==> src/rtl/act_mac_accum.sv <==
// Signed 8-bit dot-product engine: multiply-accumulate over NUM_ELEMS activation/weight
// pairs, add bias, optional ReLU, then requantize (arithmetic shift + saturate) to 8 bits.
module act_mac_accum #(
  parameter int ACT_WIDTH = 8,
  parameter int ACC_WIDTH = 32,
  parameter int CNT_WIDTH = 16
) (
  input  logic                        CLK,
  input  logic                        RESETN,
  input  logic                        START,
  input  logic        [CNT_WIDTH-1:0] NUM_ELEMS,
  input  logic signed [ACC_WIDTH-1:0] BIAS,
  input  logic        [4:0]           Q_SHIFT,
  input  logic                        RELU_EN,
  input  logic signed [ACT_WIDTH-1:0] IN_ACT_DATA,
  input  logic                        IN_ACT_VALID,
  input  logic signed [ACT_WIDTH-1:0] WEIGHT_DATA,
  output logic signed [ACT_WIDTH-1:0] OUT_DATA,
  output logic                        OUT_VALID,
  output logic signed [ACC_WIDTH-1:0] ACC_OUT,
  output logic                        BUSY
);

  localparam int PROD_W = 2 * ACT_WIDTH;
  localparam logic signed [ACC_WIDTH-1:0] SAT_MAX = (ACC_WIDTH'(1) <<< (ACT_WIDTH - 1)) - ACC_WIDTH'(1);
  localparam logic signed [ACC_WIDTH-1:0] SAT_MIN = -SAT_MAX - ACC_WIDTH'(1);

  typedef enum logic [1:0] {S_IDLE, S_ACCUM, S_DRAIN, S_RESULT} state_t;

  state_t                      r_state, w_next;
  logic        [CNT_WIDTH-1:0] r_num, r_cnt;
  logic signed [ACC_WIDTH-1:0] r_bias;
  logic        [4:0]           r_shift;
  logic                        r_relu;
  logic signed [PROD_W-1:0]    r_prod_p1;
  logic                        r_vld_p1;
  logic signed [ACC_WIDTH-1:0] r_acc_p2;
  logic signed [ACT_WIDTH-1:0] r_out_data;
  logic signed [ACC_WIDTH-1:0] r_acc_out;
  logic                        r_out_vld;

  logic                        w_start, w_take, w_last;
  logic signed [PROD_W-1:0]    w_prod_p0;
  logic signed [ACC_WIDTH-1:0] w_prod_ext, w_sum;

  // ReLU, floor shift, then clamp to the signed output range.
  function automatic logic signed [ACT_WIDTH-1:0] requant(
    input logic signed [ACC_WIDTH-1:0] s,
    input logic        [4:0]           sh,
    input logic                        relu
  );
    logic signed [ACC_WIDTH-1:0] v;
    logic signed [ACC_WIDTH-1:0] r;
    v = (relu && (s < 0)) ? '0 : s;
    r = v >>> sh;
    if (r > SAT_MAX)      requant = ACT_WIDTH'(SAT_MAX);
    else if (r < SAT_MIN) requant = ACT_WIDTH'(SAT_MIN);
    else                  requant = ACT_WIDTH'(r);
  endfunction

  assign w_start    = (r_state == S_IDLE) && START;
  assign w_take     = (r_state == S_ACCUM) && IN_ACT_VALID;
  assign w_last     = w_take && (r_cnt == (r_num - CNT_WIDTH'(1)));
  assign w_prod_p0  = $signed({{ACT_WIDTH{IN_ACT_DATA[ACT_WIDTH-1]}}, IN_ACT_DATA}) *
                      $signed({{ACT_WIDTH{WEIGHT_DATA[ACT_WIDTH-1]}}, WEIGHT_DATA});
  assign w_prod_ext = $signed({{(ACC_WIDTH-PROD_W){r_prod_p1[PROD_W-1]}}, r_prod_p1});
  assign w_sum      = r_acc_p2 + r_bias;

  always_comb begin
    w_next = r_state;
    case (r_state)
      S_IDLE:   if (START) w_next = (NUM_ELEMS == '0) ? S_DRAIN : S_ACCUM;
      S_ACCUM:  if (w_last) w_next = S_DRAIN;
      S_DRAIN:  w_next = S_RESULT;
      S_RESULT: w_next = S_IDLE;
      default:  w_next = S_IDLE;
    endcase
  end

  always_ff @(posedge CLK or negedge RESETN) begin
    if (!RESETN) r_state <= S_IDLE;
    else         r_state <= w_next;
  end

  always_ff @(posedge CLK or negedge RESETN) begin
    if (!RESETN) begin
      r_num      <= '0;
      r_cnt      <= '0;
      r_bias     <= '0;
      r_shift    <= '0;
      r_relu     <= 1'b0;
      r_prod_p1  <= '0;
      r_vld_p1   <= 1'b0;
      r_acc_p2   <= '0;
      r_out_data <= '0;
      r_acc_out  <= '0;
      r_out_vld  <= 1'b0;
    end else begin
      r_out_vld <= (r_state == S_RESULT);
      if (w_start) begin
        r_num     <= NUM_ELEMS;
        r_bias    <= BIAS;
        r_shift   <= Q_SHIFT;
        r_relu    <= RELU_EN;
        r_cnt     <= '0;
        r_acc_p2  <= '0;
        r_prod_p1 <= '0;
        r_vld_p1  <= 1'b0;
      end else begin
        // p0 -> p1: register the product of an accepted pair.
        r_vld_p1 <= w_take;
        if (w_take) begin
          r_prod_p1 <= w_prod_p0;
          r_cnt     <= r_cnt + CNT_WIDTH'(1);
        end
        // p1 -> p2: fold the registered product into the wrapping accumulator.
        if (r_vld_p1) r_acc_p2 <= r_acc_p2 + w_prod_ext;
      end
      // p2 -> out: bias, requantize and present the result.
      if (r_state == S_RESULT) begin
        r_acc_out  <= w_sum;
        r_out_data <= requant(w_sum, r_shift, r_relu);
      end
    end
  end

  assign OUT_DATA  = r_out_data;
  assign OUT_VALID = r_out_vld;
  assign ACC_OUT   = r_acc_out;
  assign BUSY      = (r_state != S_IDLE);

endmodule

==> config.mk <==
export PLATFORM = sky130hd
export DESIGN_NAME = act_mac_accum
export DESIGN_NICKNAME = d
export VERILOG_FILES = /design/src/rtl/act_mac_accum.sv
export SDC_FILE = /design/constraint.sdc
export NUM_CORES = 1
export LEC_CHECK = 0
export BUFFER_PORTS_ARGS = -buffer_cell sky130_fd_sc_hd__buf_2
export CAP_MARGIN = 30
export CORE_MARGIN = 8
export CORE_UTILIZATION = 40
export DETAILED_ROUTE_END_ITERATION = 12
export SLEW_MARGIN = 30
export SYNTH_ARGS = -nofsm -noshare
export SYNTH_HDL_FRONTEND = slang
export SYNTH_SLANG_ARGS = --single-unit
export TNS_END_PERCENT = 10
==> constraint.sdc <==
create_clock -name CLK -period 4.05 [get_ports CLK]
set_input_delay 0.405 -clock CLK [delete_from_list [all_inputs] [get_ports CLK]]
set_output_delay 0.405 -clock CLK [all_outputs]
set_load 0.01 [all_outputs]
==> results.tsv <==
stage	metric	value	unit
detailed_routing	via_count	15512	
clock_network	cts_buffers	17	
detailed_routing	avgRoutedWirePerCell	17.0	microns
sta	hold_ws	0.132	ns
sta	slew_headroom	42.2	%
floorplan	die_x	213	microns
floorplan	row_count	72	
critical_path	critPathCaptureType	register	
detailed_routing	drt_wl_total	48600	microns
placed_design	dp_worst_setup_slack	-0.654	ns
sta	timing.final.hold_violations	0	
detailed_routing	via_per_inst	5.43	
floorplan	die_h	213	microns
critical_path	cpMostUsedCell	buf_4	
global_route	grt_max_degree	91	
logic_synthesis	syn_inst	1906	
finish	final_util	52.5	%
critical_path	critPathMaxFanout	7	
logic_synthesis	syn_nets	2135	
logic_synthesis	synth_seq_cells	162	
clock_network	cts_tree	built	
critical_path	path_class	reg2reg	
sta	drv_slew	0	
logic_synthesis	synth.distinct_cells	82	
power	power	17.9	mW
sta	rsz0062_at_grt	true	
finish	final_cells	2856	
logic_synthesis	synth_enable_flop_cells	0	
detailed_routing	drc	0	
placed_design	place.gp.congestion	0.973	
critical_path	crit_chain	ha_2 > inv_2 > fa_2 > nor2b_4 > o31a_1 > o41a_1 > o41ai_4 > buf_4 > buf_6 > a2111o_1 > nand3_4 > xor2_4 > o311ai_2 > buf_4 > nor3_2 > or4_4 > nor4b_4 > a41oi_2 > o21ai_4 > o22ai_2	
critical_path	worstPathRequired	4.39	ns
global_route	overflow	0	
detailed_routing	ant_nets	0	
finish	drive_gt1_share	26.5	%
floorplan	io_pins	116	
sta	worst_slew_pin_slew	0.866	ns
sta	fmax	0.214	GHz
sta	finClkSkew	0.0168	ns
finish	antennaDiodeCount	0	
floorplan	initial_core_util	40.3	%
global_route	grt_pass1_wl	79800	microns
power	p_per_area	888	nW/um^2
critical_path	cpPeakStageDelay	0.44	ns
sta	tns	-4.60	ns
critical_path	cp_num_buf_inv	4	
logic_synthesis	ys.warnings.count	0	
detailed_routing	drt_iter0_drc	1028	
clock_network	clockBufferDepth	2	
logic_synthesis	ys.flop_type	dfrtp_1	
critical_path	slowest_stage	or4_4	
finish	finalNetCount	2555	
status	status	finished with violations	
sta	finalSetupViolCount	11	
global_route	grt_use_total	21.6	%
finish	final_common_cell	buf_4	
clock_network	cts_root_buf	clkbuf_16	
logic_synthesis	avgSynthCellArea	8.13	sq um
global_route	antenna_found_initial	0	
finish	final_cell_mix	buf_4, nand2_1, nor2_1, dfrtp_1, a21oi_1	
critical_path	path_delay_family	compound AO/OA/AOI/OAI gates	
critical_path	critPathArrivalTime	5.02	ns
placed_design	dp.cells	2819	
placed_design	portBuffers	115	
logic_synthesis	yosysSeqAreaShare	26.2	%
clock_network	path_clk_slew	0.07	ns
finish	area_growth	30.3	%
logic_synthesis	synthesis.area	15500	sq um
power	vdd_drop_max	0.386	mV
power	leakagePower	9.75	nW
clock_network	cts_sinks	162	
min_path	hp-class	in2reg	
placed_design	hpwl	38100	microns
placed_design	placed_cell_area	19200	sq um
detailed_routing	first_pass_iters	5	
logic_synthesis	synthArstFlopShare	100	%
floorplan	coreArea	38500	sq um
finish	design_area	20200	sq um
clock_network	clock_latency	0.46	ns
clock_network	htreeDepth	4	
sta	post-route-period-util	116	%
sta	fin_crit	4.68	ns
sta	setup_slack	-0.631	ns
floorplan	fp.dieArea	45300	sq um
critical_path	startpoint_type	register	
status	violations	negative setup slack	
job	drv_cap	0	
global_route	grt_pass1_vias	15744	
sequential cells by signal, indices dropped and copies added (netlist names), 2 cells and up:
| name | count |
|---|---|
| r_acc_p2 | 32 |
| OUT_DATA | 8 |
| r_prod_p1 | 16 |
| r_cnt | 16 |
| r_state | 2 |
| ACC_OUT | 32 |
| r_bias | 32 |
| r_num | 16 |
| r_shift | 5 |
final cells by class:
type / instances / area, sq um
clock buffers: 19 / 443
well taps: 518 / 648
inverters: 110 / 413
flip-flops and latches: 162 / 4050
fillers: 3712 / 18300
repair buffers: 496 / 3500
clock inverters: 12 / 148
multi-input cells: 1539 / 11000
where the power goes:
group          total, mW  switching [mW]  internal, mW
clock               1.67           0.736         0.934
sequential          2.77           0.517          2.25
combinational       13.5            7.15          6.33
total               17.9            8.40          9.52
Yosys cell counts, types with 25 or more instances:
| cell type | count | area, sq um |
|---|---|---|
| a211oi_1 | 32 | 240 |
| a21o_1 | 31 | 233 |
| a21oi_1 | 124 | 621 |
| and2_1 | 46 | 288 |
| clkbuf_1 | 83 | 312 |
| dfrtp_1 | 162 | 4050 |
| fa_1 | 57 | 1140 |
| ha_1 | 98 | 1230 |
| inv_1 | 109 | 409 |
| mux2i_1 | 48 | 480 |
| nand2_1 | 287 | 1080 |
| nand3_1 | 48 | 240 |
| nor2_1 | 173 | 649 |
| nor3_1 | 53 | 265 |
| o211ai_1 | 25 | 188 |
| o21ai_0 | 97 | 485 |
| xnor2_1 | 66 | 578 |
| xor2_1 | 34 | 298 |
tightest hold or removal path, stage by stage:
cell and delay [ns]:
buf_2 0.07, nand2_1 0.04, nand2_1 0.04
timing repair:
item,4_1_cts,5_1_grt
endpoints found under the hold margin,0,28
setup buffers,1,3
pin swaps,9,24
hold buffers,0,1
resized for setup,35,27
endpoints found under the setup margin,11,16
metal layers:
layer / global-route usage [%] / routed length, microns
met1: 28.4 / 22000
met3: 3.17 / 2450
met4: 6.00 / 818
met5: 0 / 0
met2: 36.7 / 23300
final timing paths:
path                                         from  cells after the start  slack [ns]                        to
max reg2reg                 r_bias[0]$_DFFE_PN0P_                     20       -0.63   OUT_DATA[5]$_DFFE_PN0P_
min                                       RELU_EN                      3        0.13        r_relu$_DFFE_PN0P_
min in group asynchronous                  RESETN                      2        0.40  r_acc_p2[28]$_DFFE_PN0P_
min reg2reg                r_bias[16]$_DFFE_PN0P_                      2        0.49    r_bias[16]$_DFFE_PN0P_
max in group asynchronous                  RESETN                      4        2.63     r_num[11]$_DFFE_PN0P_
max                         r_bias[0]$_DFFE_PN0P_                     20       -0.63   OUT_DATA[5]$_DFFE_PN0P_
cell families after synthesis:
logic type | after synthesis | synth area share [%]
AOI/OAI and AO/OA | 487 | 21.0
xor gates and xnor gates | 100 | 5.65
adders and majority gates | 155 | 15.3
buffers and inverters | 205 | 4.97
DFF | 162 | 26.2
muxes | 74 | 5.60
and+or+nand+nor | 723 | 21.3
(Power assumes the default switching activity.)
